File: src/rtl/maze_room_map_pkg.sv
// maze_pkg: side encodings, mask bit positions, FSM states and legacy tiles
package maze_pkg;
  typedef enum logic [1:0] {SIDE_N = 2'd0, SIDE_E = 2'd1, SIDE_S = 2'd2, SIDE_W = 2'd3} side_t;
  typedef enum logic [1:0] {ST_IDLE, ST_FADE_OUT, ST_SWAP, ST_FADE_IN} state_t;
  localparam int BIT_N = 3;
  localparam int BIT_E = 2;
  localparam int BIT_S = 1;
  localparam int BIT_W = 0;
  localparam logic [3:0] ROOM_VERT  = 4'b1010;
  localparam logic [3:0] ROOM_HORZ  = 4'b0101;
  localparam logic [3:0] ROOM_CROSS = 4'b1111;
  function automatic logic [1:0] side_bit(side_t s);
    return 2'd3 - s;
  endfunction
endpackage

File: src/rtl/maze_room_map_if.sv
// maze_room_map_if: player move request and its accept/reject verdict
interface maze_room_map_if;
  logic [9:0] next_x, next_y;
  logic       next_valid, next_ok, next_blocked;
  modport master (output next_x, next_y, next_valid, input next_ok, next_blocked);
  modport slave (input next_x, next_y, next_valid, output next_ok, next_blocked);
endinterface

File: src/rtl/maze_room_map_wall_test.sv
// maze_wall_test: does a BOX x BOX square at (x,y) touch a wall of the room, and which active edges does it cross
module maze_wall_test import maze_pkg::*; #(
  parameter int H_OFF = 96,
  parameter int V_OFF = 2,
  parameter int H_ACT = 640,
  parameter int V_ACT = 480,
  parameter int WALL  = 100,
  parameter int BOX   = 16
) (
  input  logic [10:0] x,
  input  logic [10:0] y,
  input  logic [3:0]  mask,
  output logic        hit,
  output logic [3:0]  out
);
  localparam logic [10:0] XA = 11'(H_OFF);
  localparam logic [10:0] XW = 11'(H_OFF + WALL);
  localparam logic [10:0] XE = 11'(H_OFF + H_ACT - WALL);
  localparam logic [10:0] XB = 11'(H_OFF + H_ACT);
  localparam logic [10:0] YA = 11'(V_OFF);
  localparam logic [10:0] YW = 11'(V_OFF + WALL);
  localparam logic [10:0] YE = 11'(V_OFF + V_ACT - WALL);
  localparam logic [10:0] YB = 11'(V_OFF + V_ACT);
  localparam logic [10:0] B  = 11'(BOX);
  logic [10:0] xe, ye;
  logic bx_w, bx_e, bx_a, by_n, by_s, by_a;
  function automatic logic span(input logic [10:0] s, e, lo, hi);
    return s < hi && e > lo;
  endfunction
  assign xe = x + B;
  assign ye = y + B;
  assign bx_w = span(x, xe, XA, XW);
  assign bx_e = span(x, xe, XE, XB);
  assign bx_a = span(x, xe, XA, XB);
  assign by_n = span(y, ye, YA, YW);
  assign by_s = span(y, ye, YE, YB);
  assign by_a = span(y, ye, YA, YB);
  // corners are wall whatever the mask says; bands only where that side is closed
  assign hit = ((bx_w | bx_e) & (by_n | by_s))
             | (by_n & bx_a & ~mask[BIT_N]) | (by_s & bx_a & ~mask[BIT_S])
             | (bx_w & by_a & ~mask[BIT_W]) | (bx_e & by_a & ~mask[BIT_E]);
  assign out[BIT_N] = y < YA;
  assign out[BIT_E] = xe > XB;
  assign out[BIT_S] = ye > YB;
  assign out[BIT_W] = x < XA;
endmodule

File: src/rtl/maze_room_map.sv
// maze_room_map: per-pixel wall flag, move arbitration and fade/swap room transitions
module maze_room_map import maze_pkg::*; #(
  parameter int MAP_W = 3,
  parameter int MAP_H = 3,
  parameter logic [MAP_W*MAP_H*4-1:0] MAP_INIT = {4'h6, 4'h3, 4'hD, 4'h0, ROOM_CROSS, ROOM_VERT, ROOM_CROSS, ROOM_HORZ, ROOM_VERT},
  parameter int START_X = 1,
  parameter int START_Y = 2,
  parameter int H_OFF = 96,
  parameter int V_OFF = 2,
  parameter int H_ACT = 640,
  parameter int V_ACT = 480,
  parameter int WALL = 100,
  parameter int PLAYER = 16,
  parameter int TRANS_FRAMES = 8,
  parameter int FADE_W = 3
) (
  input  logic              CLOCK_25,
  input  logic              reset,
  input  logic [9:0]        h_counter,
  input  logic [9:0]        v_counter,
  input  logic              frame_start,
  maze_room_map_if.slave    mv,
  output logic              wall_px,
  output logic [2:0]        room_x,
  output logic [2:0]        room_y,
  output logic              room_changed,
  output side_t             exit_side,
  output logic              busy,
  output logic [FADE_W-1:0] fade
);
  localparam int N = MAP_W * MAP_H;
  localparam logic [FADE_W-1:0] F_MAX = FADE_W'(TRANS_FRAMES - 1);
  state_t state, state_n;
  logic [FADE_W-1:0] fade_n;
  side_t pend, mv_side;
  logic [3:0] rooms [64];
  logic [5:0] room_idx;
  logic [3:0] mask, px_out, mv_out, nb_ok;
  logic px_hit, mv_hit, move_ok, exit_go, take_exit;
  for (genvar i = 0; i < 64; i++) begin : g_room
    if (i < N) begin : g_used
      assign rooms[i] = MAP_INIT[i*4 +: 4];
    end else begin : g_pad
      assign rooms[i] = 4'd0;
    end
  end
  assign room_idx = 6'(room_y) * 6'(MAP_W) + 6'(room_x);
  assign mask = rooms[room_idx];
  maze_wall_test #(.H_OFF(H_OFF), .V_OFF(V_OFF), .H_ACT(H_ACT), .V_ACT(V_ACT), .WALL(WALL), .BOX(1)) u_px (
    .x({1'b0, h_counter}), .y({1'b0, v_counter}), .mask(mask), .hit(px_hit), .out(px_out)
  );
  maze_wall_test #(.H_OFF(H_OFF), .V_OFF(V_OFF), .H_ACT(H_ACT), .V_ACT(V_ACT), .WALL(WALL), .BOX(PLAYER)) u_mv (
    .x({1'b0, mv.next_x}), .y({1'b0, mv.next_y}), .mask(mask), .hit(mv_hit), .out(mv_out)
  );
  // neighbour existence indexed by side_t: {W, S, E, N}
  assign nb_ok = {room_x != 3'd0, room_y != 3'(MAP_H - 1), room_x != 3'(MAP_W - 1), room_y != 3'd0};
  assign mv_side = mv_out[BIT_N] ? SIDE_N : mv_out[BIT_E] ? SIDE_E : mv_out[BIT_S] ? SIDE_S : SIDE_W;
  assign move_ok = !mv_hit && mv_out == 4'd0;
  assign exit_go = !mv_hit && $onehot(mv_out) && mask[side_bit(mv_side)] && nb_ok[mv_side];
  assign take_exit = mv.next_valid && state == ST_IDLE && exit_go;
  assign busy = state != ST_IDLE;
  assign room_changed = state == ST_SWAP;
  always_comb begin
    state_n = state;
    fade_n = fade;
    case (state)
      ST_IDLE: state_n = take_exit ? ST_FADE_OUT : ST_IDLE;
      ST_FADE_OUT: if (frame_start) begin
        state_n = fade == F_MAX ? ST_SWAP : ST_FADE_OUT;
        fade_n = fade == F_MAX ? fade : fade + 1'b1;
      end
      ST_SWAP: state_n = ST_FADE_IN;
      default: if (frame_start) begin
        state_n = fade == '0 ? ST_IDLE : ST_FADE_IN;
        fade_n = fade == '0 ? fade : fade - 1'b1;
      end
    endcase
  end
  always_ff @(posedge CLOCK_25 or negedge reset)
    if (!reset) begin
      state <= ST_IDLE;
      fade <= '0;
      pend <= SIDE_N;
      exit_side <= SIDE_N;
      room_x <= 3'(START_X);
      room_y <= 3'(START_Y);
      wall_px <= 1'b0;
      mv.next_ok <= 1'b0;
      mv.next_blocked <= 1'b0;
    end else begin
      state <= state_n;
      fade <= fade_n;
      wall_px <= px_hit & ~|px_out;
      mv.next_ok <= mv.next_valid && state == ST_IDLE && move_ok;
      mv.next_blocked <= mv.next_valid && (state != ST_IDLE || !(move_ok || exit_go));
      if (take_exit) pend <= mv_side;
      // the new room becomes visible in the same cycle room_changed is high
      if (state_n == ST_SWAP) begin
        exit_side <= pend;
        room_x <= pend == SIDE_E ? room_x + 3'd1 : pend == SIDE_W ? room_x - 3'd1 : room_x;
        room_y <= pend == SIDE_S ? room_y + 3'd1 : pend == SIDE_N ? room_y - 3'd1 : room_y;
      end
    end
endmodule

File: src/flat_wrapper.sv
// flat-port wrapper written by rule: the top's interface ports become plain ports
module maze_room_map_flat import maze_pkg::*;
#(
  parameter int MAP_W = 3,
  parameter int MAP_H = 3,
  parameter logic [MAP_W*MAP_H*4-1:0] MAP_INIT = {4'h6, 4'h3, 4'hD, 4'h0, ROOM_CROSS, ROOM_VERT, ROOM_CROSS, ROOM_HORZ, ROOM_VERT},
  parameter int START_X = 1,
  parameter int START_Y = 2,
  parameter int H_OFF = 96,
  parameter int V_OFF = 2,
  parameter int H_ACT = 640,
  parameter int V_ACT = 480,
  parameter int WALL = 100,
  parameter int PLAYER = 16,
  parameter int TRANS_FRAMES = 8,
  parameter int FADE_W = 3
)
  (CLOCK_25, reset, h_counter, v_counter, frame_start, wall_px, room_x, room_y, room_changed, exit_side, busy, fade, mv_next_x, mv_next_y, mv_next_valid, mv_next_ok, mv_next_blocked);
  maze_room_map_if mv_i ();
  input  logic CLOCK_25;
  input  logic reset;
  input  logic [9:0] h_counter;
  input  logic [9:0] v_counter;
  input  logic frame_start;
  output logic wall_px;
  output logic [2:0] room_x;
  output logic [2:0] room_y;
  output logic room_changed;
  output side_t exit_side;
  output logic busy;
  output logic [FADE_W-1:0] fade;
  input wire logic [$bits(mv_i.next_x)-1:0] mv_next_x;
  input wire logic [$bits(mv_i.next_y)-1:0] mv_next_y;
  input wire logic [$bits(mv_i.next_valid)-1:0] mv_next_valid;
  output wire logic [$bits(mv_i.next_ok)-1:0] mv_next_ok;
  output wire logic [$bits(mv_i.next_blocked)-1:0] mv_next_blocked;
  assign mv_i.next_x = mv_next_x;
  assign mv_i.next_y = mv_next_y;
  assign mv_i.next_valid = mv_next_valid;
  assign mv_next_ok = mv_i.next_ok;
  assign mv_next_blocked = mv_i.next_blocked;
  maze_room_map #(.MAP_W(MAP_W), .MAP_H(MAP_H), .MAP_INIT(MAP_INIT), .START_X(START_X), .START_Y(START_Y), .H_OFF(H_OFF), .V_OFF(V_OFF), .H_ACT(H_ACT), .V_ACT(V_ACT), .WALL(WALL), .PLAYER(PLAYER), .TRANS_FRAMES(TRANS_FRAMES), .FADE_W(FADE_W)) u_core (.CLOCK_25(CLOCK_25), .reset(reset), .h_counter(h_counter), .v_counter(v_counter), .frame_start(frame_start), .mv(mv_i), .wall_px(wall_px), .room_x(room_x), .room_y(room_y), .room_changed(room_changed), .exit_side(exit_side), .busy(busy), .fade(fade));
endmodule
File: config.mk
export PLATFORM = sky130hd
export DESIGN_NAME = maze_room_map_flat
export DESIGN_NICKNAME = d
export VERILOG_FILES = /design/src/rtl/maze_room_map_pkg.sv /design/src/rtl/maze_room_map_if.sv /design/src/rtl/maze_room_map_wall_test.sv /design/src/rtl/maze_room_map.sv /design/src/flat_wrapper.sv
export SDC_FILE = /design/constraint.sdc
export NUM_CORES = 1
export LEC_CHECK = 0
export BUFFER_PORTS_ARGS = -buffer_cell sky130_fd_sc_hd__buf_2
export CAP_MARGIN = 15
export CORE_MARGIN = 2
export CORE_UTILIZATION = 42
export CTS_CLUSTER_DIAMETER = 30
export DETAILED_ROUTE_END_ITERATION = 6
export MAX_ROUTING_LAYER = met4
export PLACE_DENSITY = 0.72
export SLEW_MARGIN = 20
export SYNTH_ARGS = -nofsm -noshare
export SYNTH_HDL_FRONTEND = slang
export SYNTH_SLANG_ARGS = --single-unit
File: constraint.sdc
create_clock -name CLOCK_25 -period 4.1 [get_ports CLOCK_25]
set_input_delay 0.41 -clock CLOCK_25 [delete_from_list [all_inputs] [get_ports CLOCK_25]]
set_output_delay 0.41 -clock CLOCK_25 [all_outputs]
set_load 0.05 [all_outputs]
==> results of run 1 <==
==> cells by family after synthesis <==
kind of cell | count (synthesis)
adder cells (fa/ha/maj) | 31
XOR/XNOR | 16
AO/OA/AOI/OAI | 84
multiplexers | 14
AND/OR/NAND/NOR | 152
flip-flops | 18
buffers and inverters | 30
==> through the flow <==
stage / setup WS, ps / utilization
2_1_floorplan: 262 / -
3_3_place_gp: 366 / 0.490
3_5_place_dp: 318 / 0.490
4_1_cts: 303 / 0.499
5_1_grt: 27.4 / 0.499
==> synthesized netlist by cell type, types with 6 or more instances <==
master | n | share of area
nand2_1 | 35 | 0.048
nor2_1 | 25 | 0.035
ha_1 | 24 | 0.11
o21ai_0 | 22 | 0.041
inv_1 | 21 | 0.029
dfrtp_1 | 16 | 0.15
nand3_1 | 16 | 0.030
a21oi_1 | 11 | 0.020
nand2b_1 | 11 | 0.025
xnor2_1 | 11 | 0.036
nor3_1 | 10 | 0.018
and3_1 | 9 | 0.021
nand3b_1 | 8 | 0.022
fa_1 | 7 | 0.052
mux2_2 | 7 | 0.029
mux2i_1 | 6 | 0.022
nand4_1 | 6 | 0.014
nor2b_1 | 6 | 0.014
==> layer usage <==
layer,global-route usage
met1,0.240
met2,0.324
met3,0.0197
met4,0.0346
met5,-
==> flow_metrics.tcl, run 1 <==
set metrics [dict create \
    number_of_nets_in_the_synthesized_netlist 420 \
    grt_pass1_vias 2606 \
    synth-compound-area-share 0.214 \
    synth.yosys.warnings 0 \
    tritoncts.num_buffers 3 \
    flow.first_error "[ERROR DRT-0255] Maze Route cannot find path of net CLOCK_25 in worker of routeBox ( 48300 0 ) ( 84330 48300 )." \
    die_w_um 84.3 \
    synth_seq_area_share 0.167 \
    globalRouteOverflowTotal 0 \
    dp_cells 474 \
    io_buf_count 59 \
    cts_hold_buffers 0 \
    ys_async_sr_fraction 1.00 \
    basic_gate_share_of_the_synthesized_area_counting_and_or_nand_and_nor_cells 0.304 \
    hpwl_mm 5.17 \
    htreeDepth 1 \
    cts_resized 0 \
    post_synth_fa_ha_maj_area_fraction 0.163 \
    post_cts.repair.setup_buffers 0 \
    clock-sinks 18 \
    synth_mux_area_frac 0.0568 \
    synth.distinct_cells 63 \
    postSynthRegisterBits 18 \
    grtUsageTotal 0.187 \
    grt_start_max_net_pins 19 \
    post_placement_cell_area_sq_um 3080 \
    first_pass_grt_wire_length_mm 11.2 \
    synth.cell_area_sq_um 2710 \
    yosys_most_used_dff "dfrtp_1" \
    clock_path_buffers 2 \
    ioPinCount 60 \
    xor_and_xnor_fraction_of_the_mapped_netlist_area 0.0517 \
    grt_antenna_before_repair 0 \
    synth_enable_flop_cells 0 \
    floorplan.initialDensity 0.432 \
    synthesis.instances 345 \
    synth_top_family_by_area "simple AND/OR/NAND/NOR gates" \
    status "stopped before the end" \
    place.gp.congestion 0.902 \
    post_synth.cell_area_avg_sq_um 7.86 \
    die_h_um 84.3 \
    std_cell_rows 29 \
    stop_stage "detailed routing (5_2_route)" \
    cts_root_buf "clkbuf_8" \
]
==> run 2, diff against run 1 <==
--- a/config.mk
+++ b/config.mk
@@ -8,11 +8,9 @@
 export BUFFER_PORTS_ARGS = -buffer_cell sky130_fd_sc_hd__buf_2
 export CAP_MARGIN = 15
 export CORE_MARGIN = 2
-export CORE_UTILIZATION = 42
-export CTS_CLUSTER_DIAMETER = 30
+export CORE_UTILIZATION = 27
 export DETAILED_ROUTE_END_ITERATION = 6
-export MAX_ROUTING_LAYER = met4
-export PLACE_DENSITY = 0.72
+export PLACE_DENSITY_LB_ADDON = 0.15
 export SLEW_MARGIN = 20
 export SYNTH_ARGS = -nofsm -noshare
 export SYNTH_HDL_FRONTEND = slang
==> run 2 against run 1 <==
Against the previous run:
- the run now ends clean
- synthesized cell count unchanged
- global-route usage down 6.0 points
- area after synthesis is the same
==> flow_metrics.tcl, run 2 <==
set metrics [dict create \
    xor_and_xnor_fraction_of_the_mapped_netlist_area 0.0517 \
    ys_async_sr_fraction 1.00 \
    ioPinCount 60 \
    setup_violations 0 \
    skew_ps 1.64 \
    power_density_nw_per_um2 587 \
    drv.max_cap_violation_count 0 \
    worst_setup_path_end_kind "flop" \
    tightest_slew_ps 609 \
    dp_cells 530 \
    finalWirelength_mm 6.93 \
    postLayoutCellArea_sq_um 3200 \
    clock_path_buffers 2 \
    clock-sinks 18 \
    synth.cell_area_sq_um 2710 \
    synth_most_common_cell "nand2_1" \
    grt_setup_unrepaired "false" \
    top_regs "u_core.fade: 3 flops, u_core.room_x: 3 flops, u_core.room_y: 3 flops" \
    drt_drc_violations_left 0 \
    cts_hold_buffers 0 \
    synth_area_leader_cell "dfrtp_1" \
    synth_mux_area_frac 0.0568 \
    layout.filler_cells 1068 \
    tritoncts_clock_tree "yes" \
    yosys_most_used_dff "dfrtp_1" \
    hold_path.class "input pin to async pin" \
    post_placement_cell_area_sq_um 3150 \
    worst-path-max-fanout 7 \
    flow.area_growth_from_synthesis_pct 18.2 \
    r2r.worst_path.cells 11 \
    vias_per_cell 5.08 \
    data_required_time_of_the_critical_path_ps 4240 \
    synth.yosys.warnings 0 \
    io_buf_count 59 \
    cts_root_buf "clkbuf_8" \
    stdcell_count 534 \
    peakVddDrop_v 0.000269 \
    postRouteAntennaNets 0 \
    grtUsageTotal 0.127 \
    post_synth.cell_area_avg_sq_um 7.86 \
    synth.distinct_cells 63 \
    synth_top_family_by_area "simple AND/OR/NAND/NOR gates" \
    layout.cells.most_common_list "buf_2, nand2_1, nor2_1" \
    number_of_nets_in_the_synthesized_netlist 420 \
    drt_pre_antenna_iters 4 \
    p_leak_nw 1.40 \
    drt_iter0_drc 78 \
    status "complete, no violations" \
    final.min_clock_period_ps 3830 \
    dpl_worst_slack_ps 257 \
    core_area_sq_um 9770 \
    synth_enable_flop_cells 0 \
    synth-compound-area-share 0.214 \
    postSynthRegisterBits 18 \
    globalRouteOverflowTotal 0 \
    worst_slew_margin_rel 0.591 \
    grt_antenna_before_repair 0 \
    route.detailed.wl_per_inst_um 13.0 \
    crit_type "flop to flop" \
    tritoncts.num_buffers 3 \
    grt_start_max_net_pins 19 \
    finalHoldViolCount 0 \
    die_h_um 104 \
    post-route-worst-setup-slack_ps 266 \
    reg2reg_to "u_core.pend[1]" \
    launch_point_of_the_worst_reg_to_reg_path "u_core.room_x[1]" \
    finish.net_count 477 \
    max_freq_ghz 0.261 \
    number_of_antenna_cells_inserted 0 \
    most_common_library_cells_after_synthesis "nand2_1, nor2_1, ha_1" \
    critical_path_arrival_ps 3970 \
    floorplan.initialDensity 0.277 \
    regToRegSetupSlack_ps 270 \
    setup.worst_path.start_class "flop" \
    netlist.area_leader.share 0.148 \
    clkSlewWorstSetupHoldPaths_ps 70 \
    most_common_cell_after_layout_fill_and_taps_aside "buf_2" \
    post_cts.repair.setup_buffers 0 \
    hpwl_mm 5.72 \
    power_total_mw 1.88 \
    synthesis.instances 345 \
    clock_insertion_delay_worst_skew_ps 250 \
    layout-drive-gt1-share 0.209 \
    std_cell_rows 36 \
    synth.top_cells.by_area "dfrtp_1, ha_1, fa_1" \
    final_sum_of_negative_setup_slack_ps 0 \
    first_pass_grt_wire_length_mm 11.9 \
    area_of_the_die_sq_um 10900 \
    place.gp.congestion 0.769 \
    fin_crit_sh 0.935 \
    grt_pass1_vias 2645 \
    basic_gate_share_of_the_synthesized_area_counting_and_or_nand_and_nor_cells 0.304 \
    cts_resized 0 \
    route.vias.total 2715 \
    htreeDepth 1 \
    die_w_um 104 \
    slew_viol_final 0 \
    synth_seq_area_share 0.167 \
    post_synth_fa_ha_maj_area_fraction 0.163 \
]
-- run 2: where the power goes --
group	leakage, nW	switching, mW	internal, mW	total (mW)
sequential	0.214	0.109	0.257	0.365
clock	0.0288	0.0623	0.0853	0.148
combinational	1.16	0.801	0.568	1.37
-- run 2: routing by layer --
| layer | GRT usage | routed length [um] | vias up |
|---|---|---|---|
| met3 | 0.0144 | 221 | 4 |
| met2 | 0.230 | 3400 | 60 |
| met5 | 0 | 0 | - |
| met4 | 0.0203 | 44 | 0 |
| li1 | - | - | 1388 |
| met1 | 0.163 | 3270 | 1263 |
-- run 2: logic make-up (layout without fill, tap and decap cells) --
kind of cell    after synthesis  after routing
simple gates                152            152
compound gates               84             84
fa+ha+maj                    31             31
buf+inv                      30             86
flops                        18             18
xor+xnor                     16             16
mux                          14             14
-- run 2: critical path, cell delays in order, from the launching register on --
cell and delay [ps]:
dfrtp_1 460, fa_1 560, ha_1 170, inv_1 60
fa_1 600, mux2_2 350, or3_1 370, o221ai_1 200
o21ba_2 180, a211oi_1 220, and3_4 260, mux2_4 290
-- run 2: final cells by class --
cell class / instances / area [sq um] / area share
clock buffer: 4 / 55.1 / 0.0172
inverter: 21 / 78.8 / 0.0246
multi-input combinational: 297 / 2140 / 0.668
sequential: 18 / 453 / 0.141
tap: 133 / 166 / 0.0520
timing repair buffer: 61 / 310 / 0.0969
-- run 2: worst max-delay path by stage --
stage,depth (start not counted),startpoint,to
CTS,11,u_core.room_x[1],u_core.pend[1]
detailed placement,11,u_core.room_x[1],u_core.pend[1]
global route,11,u_core.room_x[1],u_core.pend[1]
global placement,11,u_core.room_x[1],u_core.pend[1]
floorplan,11,u_core.room_x[1],u_core.pend[1]
finish,11,u_core.room_x[1],u_core.pend[1]
-- run 2: per-stage QoR --
stage	util	hold WS, ps
finish	0.328	89.8
global route	0.328	114
CTS	0.328	116
detailed placement	0.322	393
global placement	0.322	396
floorplan	-	114
No activity file was read; power rests on OpenSTA's default activity.
==> run 3, diff against run 2 <==
--- a/config.mk
+++ b/config.mk
@@ -9,8 +9,9 @@
 export CAP_MARGIN = 15
 export CORE_MARGIN = 2
 export CORE_UTILIZATION = 27
+export CTS_BUF_LIST = sky130_fd_sc_hd__clkbuf_4 sky130_fd_sc_hd__clkbuf_8 sky130_fd_sc_hd__clkbuf_16
 export DETAILED_ROUTE_END_ITERATION = 6
-export PLACE_DENSITY_LB_ADDON = 0.15
+export PLACE_DENSITY = 0.46
 export SLEW_MARGIN = 20
 export SYNTH_ARGS = -nofsm -noshare
 export SYNTH_HDL_FRONTEND = slang
==> run 3 against run 2 <==
Against the previous run:
- cell area grew 0.16%
- worst hold slack gained 13 ps
- clock power grew 3%
- first-iteration DRC count grew 9.0%
- core utilization grew 0.051 points
- sequential power is essentially flat
- combinational power is essentially flat
- non-clock buffer count is the same
- flip-flop and latch count is the same
- total power grew 1.7%
- worst setup slack gained 3.1 ps
- global-route usage grew 0.11 points
==> flow_metrics.tcl, run 3 (same netlist as run 2, synthesis figures left out) <==
set metrics [dict create \
    tightest_slew_ps 557 \
    power_density_nw_per_um2 596 \
    flow.area_growth_from_synthesis_pct 18.4 \
    clkSlewWorstSetupHoldPaths_ps 70 \
    fin_crit_sh 0.934 \
    max_freq_ghz 0.261 \
    timing.critical_path.slowest_stage_cell "fa_1" \
    vias_per_cell 5.12 \
    route.vias.total 2734 \
    slew_viol_final 0 \
    area_of_the_die_sq_um 10900 \
    crit_type "flop to flop" \
    grt_start_max_net_pins 19 \
    clock_path_buffers 2 \
    clock-sinks 18 \
    cp_slowest_stage_delay_ps 610 \
    place.gp.congestion 0.817 \
    post_placement_cell_area_sq_um 3150 \
    p_leak_nw 1.40 \
    worst_slew_margin_rel 0.626 \
    peakVddDrop_v 0.000201 \
    layout.cells.most_common_list "buf_2, nand2_1, nor2_1" \
    postLayoutCellArea_sq_um 3210 \
    postRouteAntennaNets 0 \
    clock_insertion_delay_worst_skew_ps 260 \
    first_pass_grt_wire_length_mm 11.8 \
    ioPinCount 60 \
    number_of_antenna_cells_inserted 0 \
    route.detailed.wl_per_inst_um 13.1 \
    finish.net_count 477 \
    drv.max_cap_violation_count 0 \
    finalWirelength_mm 6.99 \
    worstSetupStartpoint "u_core.room_x[1]" \
    drt_pre_antenna_iters 4 \
    globalRouteOverflowTotal 0 \
    hold_path.class "input pin to async pin" \
    grt_pass1_vias 2565 \
    worst-path-max-fanout 7 \
    p_switching_mw 0.998 \
    std_cell_rows 36 \
    worstPathCellList "fa_1 -> ha_1 -> inv_1 -> fa_1 -> mux2_2 -> or3_1 -> o221ai_1 -> o21ba_2 -> a211oi_2 -> and3_4 -> mux2_4" \
    final_sum_of_negative_setup_slack_ps 0 \
    grtUsageTotal 0.128 \
    timing.critical_path.mode_cell "fa_1" \
    hpwl_mm 5.74 \
    drt_drc_violations_left 0 \
    drt_iter0_drc 85 \
    power.clock.fraction 0.079 \
    pwr-share-seq 0.191 \
    skew_ps 2.83 \
    setup.worst_path.start_class "flop" \
    launch_point_of_the_worst_reg_to_reg_path "u_core.room_x[1]" \
    core_area_sq_um 9770 \
    critical_path_arrival_ps 3980 \
    most_common_cell_after_layout_fill_and_taps_aside "buf_2" \
    worst_setup_path_end_kind "flop" \
    comb_power_share 0.729 \
    tritoncts_clock_tree "yes" \
    die_w_um 104 \
    layout-drive-gt1-share 0.212 \
    floorplan.initialDensity 0.277 \
    cts_root_buf "clkbuf_8" \
    grt_setup_unrepaired "false" \
    tritoncts.num_buffers 3 \
    sw_frac_of_total 0.522 \
    top_regs "u_core.fade: 3 flops, u_core.room_x: 3 flops, u_core.room_y: 3 flops" \
    power_total_mw 1.91 \
    power.internal_mw 0.915 \
    data_required_time_of_the_critical_path_ps 4250 \
    io_buf_count 59 \
    grt_antenna_before_repair 0 \
    die_h_um 104 \
    status "complete, no violations" \
    final.min_clock_period_ps 3830 \
    htreeDepth 1 \
    finalHoldViolCount 0 \
    setup_violations 0 \
]
==> run 3: cell types whose count changed in the layout (fill, tap and decap cells not counted) <==
cell,before,now
a211oi_2,0,1
a211oi_1,3,2
==> run 3: cell type report <==
type | instances | area, sq um
well taps | 133 | 166
inverters | 21 | 78.8
multi-input cells | 297 | 2140
flip-flops and latches | 18 | 453
repair buffers | 61 | 310
fillers | 1071 | 6570
clock buffers | 4 | 55.1
==> run 3: path summary, 6_finish.rpt <==
kind / endpoint / slack, ps / depth (start not counted)
max: u_core.pend[1] / 270 / 11
min in group CLOCK_25: u_core.mv.next_ok / 390 / 3
min: u_core.wall_px / 100 / 1
max reg2reg: u_core.pend[1] / 270 / 11
max in group asynchronous: u_core.room_x[0] / 3640 / 1
min reg2reg: u_core.exit_side[0] / 520 / 2
==> run 3: worst max-delay path: cells and delay by family, from the launching register on <==
kind | cells | cell delay, ps
compound gates | 3 | 560
fa+ha+maj | 3 | 1370
buf+inv | 1 | 60
flops | 1 | 460
mux | 2 | 660
simple gates | 2 | 600
==> run 3: metrics by stage <==
| stage | cells | setup WS [ps] | utilization | hold slack [ps] |
|---|---|---|---|---|
| floorplan | 345 | 262 | - | 114 |
| global placement | 530 | 330 | 0.322 | 391 |
| detailed placement | 530 | 178 | 0.322 | 399 |
| CTS | 534 | 161 | 0.328 | 107 |
| global route | 534 | 87.3 | 0.328 | 126 |
| finish | 534 | 269 | 0.328 | 103 |
==> run 3: metal layers <==
metal / up-vias / track usage / routed length [um]
met1: 1276 / 0.170 / 3290
met4: 0 / 0.0280 / 57
li1: 1400 / - / -
met3: 5 / 0.0132 / 234
met5: - / 0 / 0
met2: 53 / 0.224 / 3400
==> run 3: repair_timing <==
item	in CTS	in global routing
setup endpoints to repair	0	1
hold buffers	0	0
resized for setup	0	1
buffers inserted	0	0
==> run 3: power by group through the flow <==
stage	combinational [mW]	sequential (mW)	clock [mW]
after CTS	1.40	0.368	0.161
final	1.40	0.366	0.152
after global placement	1.36	0.367	0
after detailed placement	1.39	0.372	0
after global routing	1.57	0.388	0.168
after floorplan	0.864	0.527	0
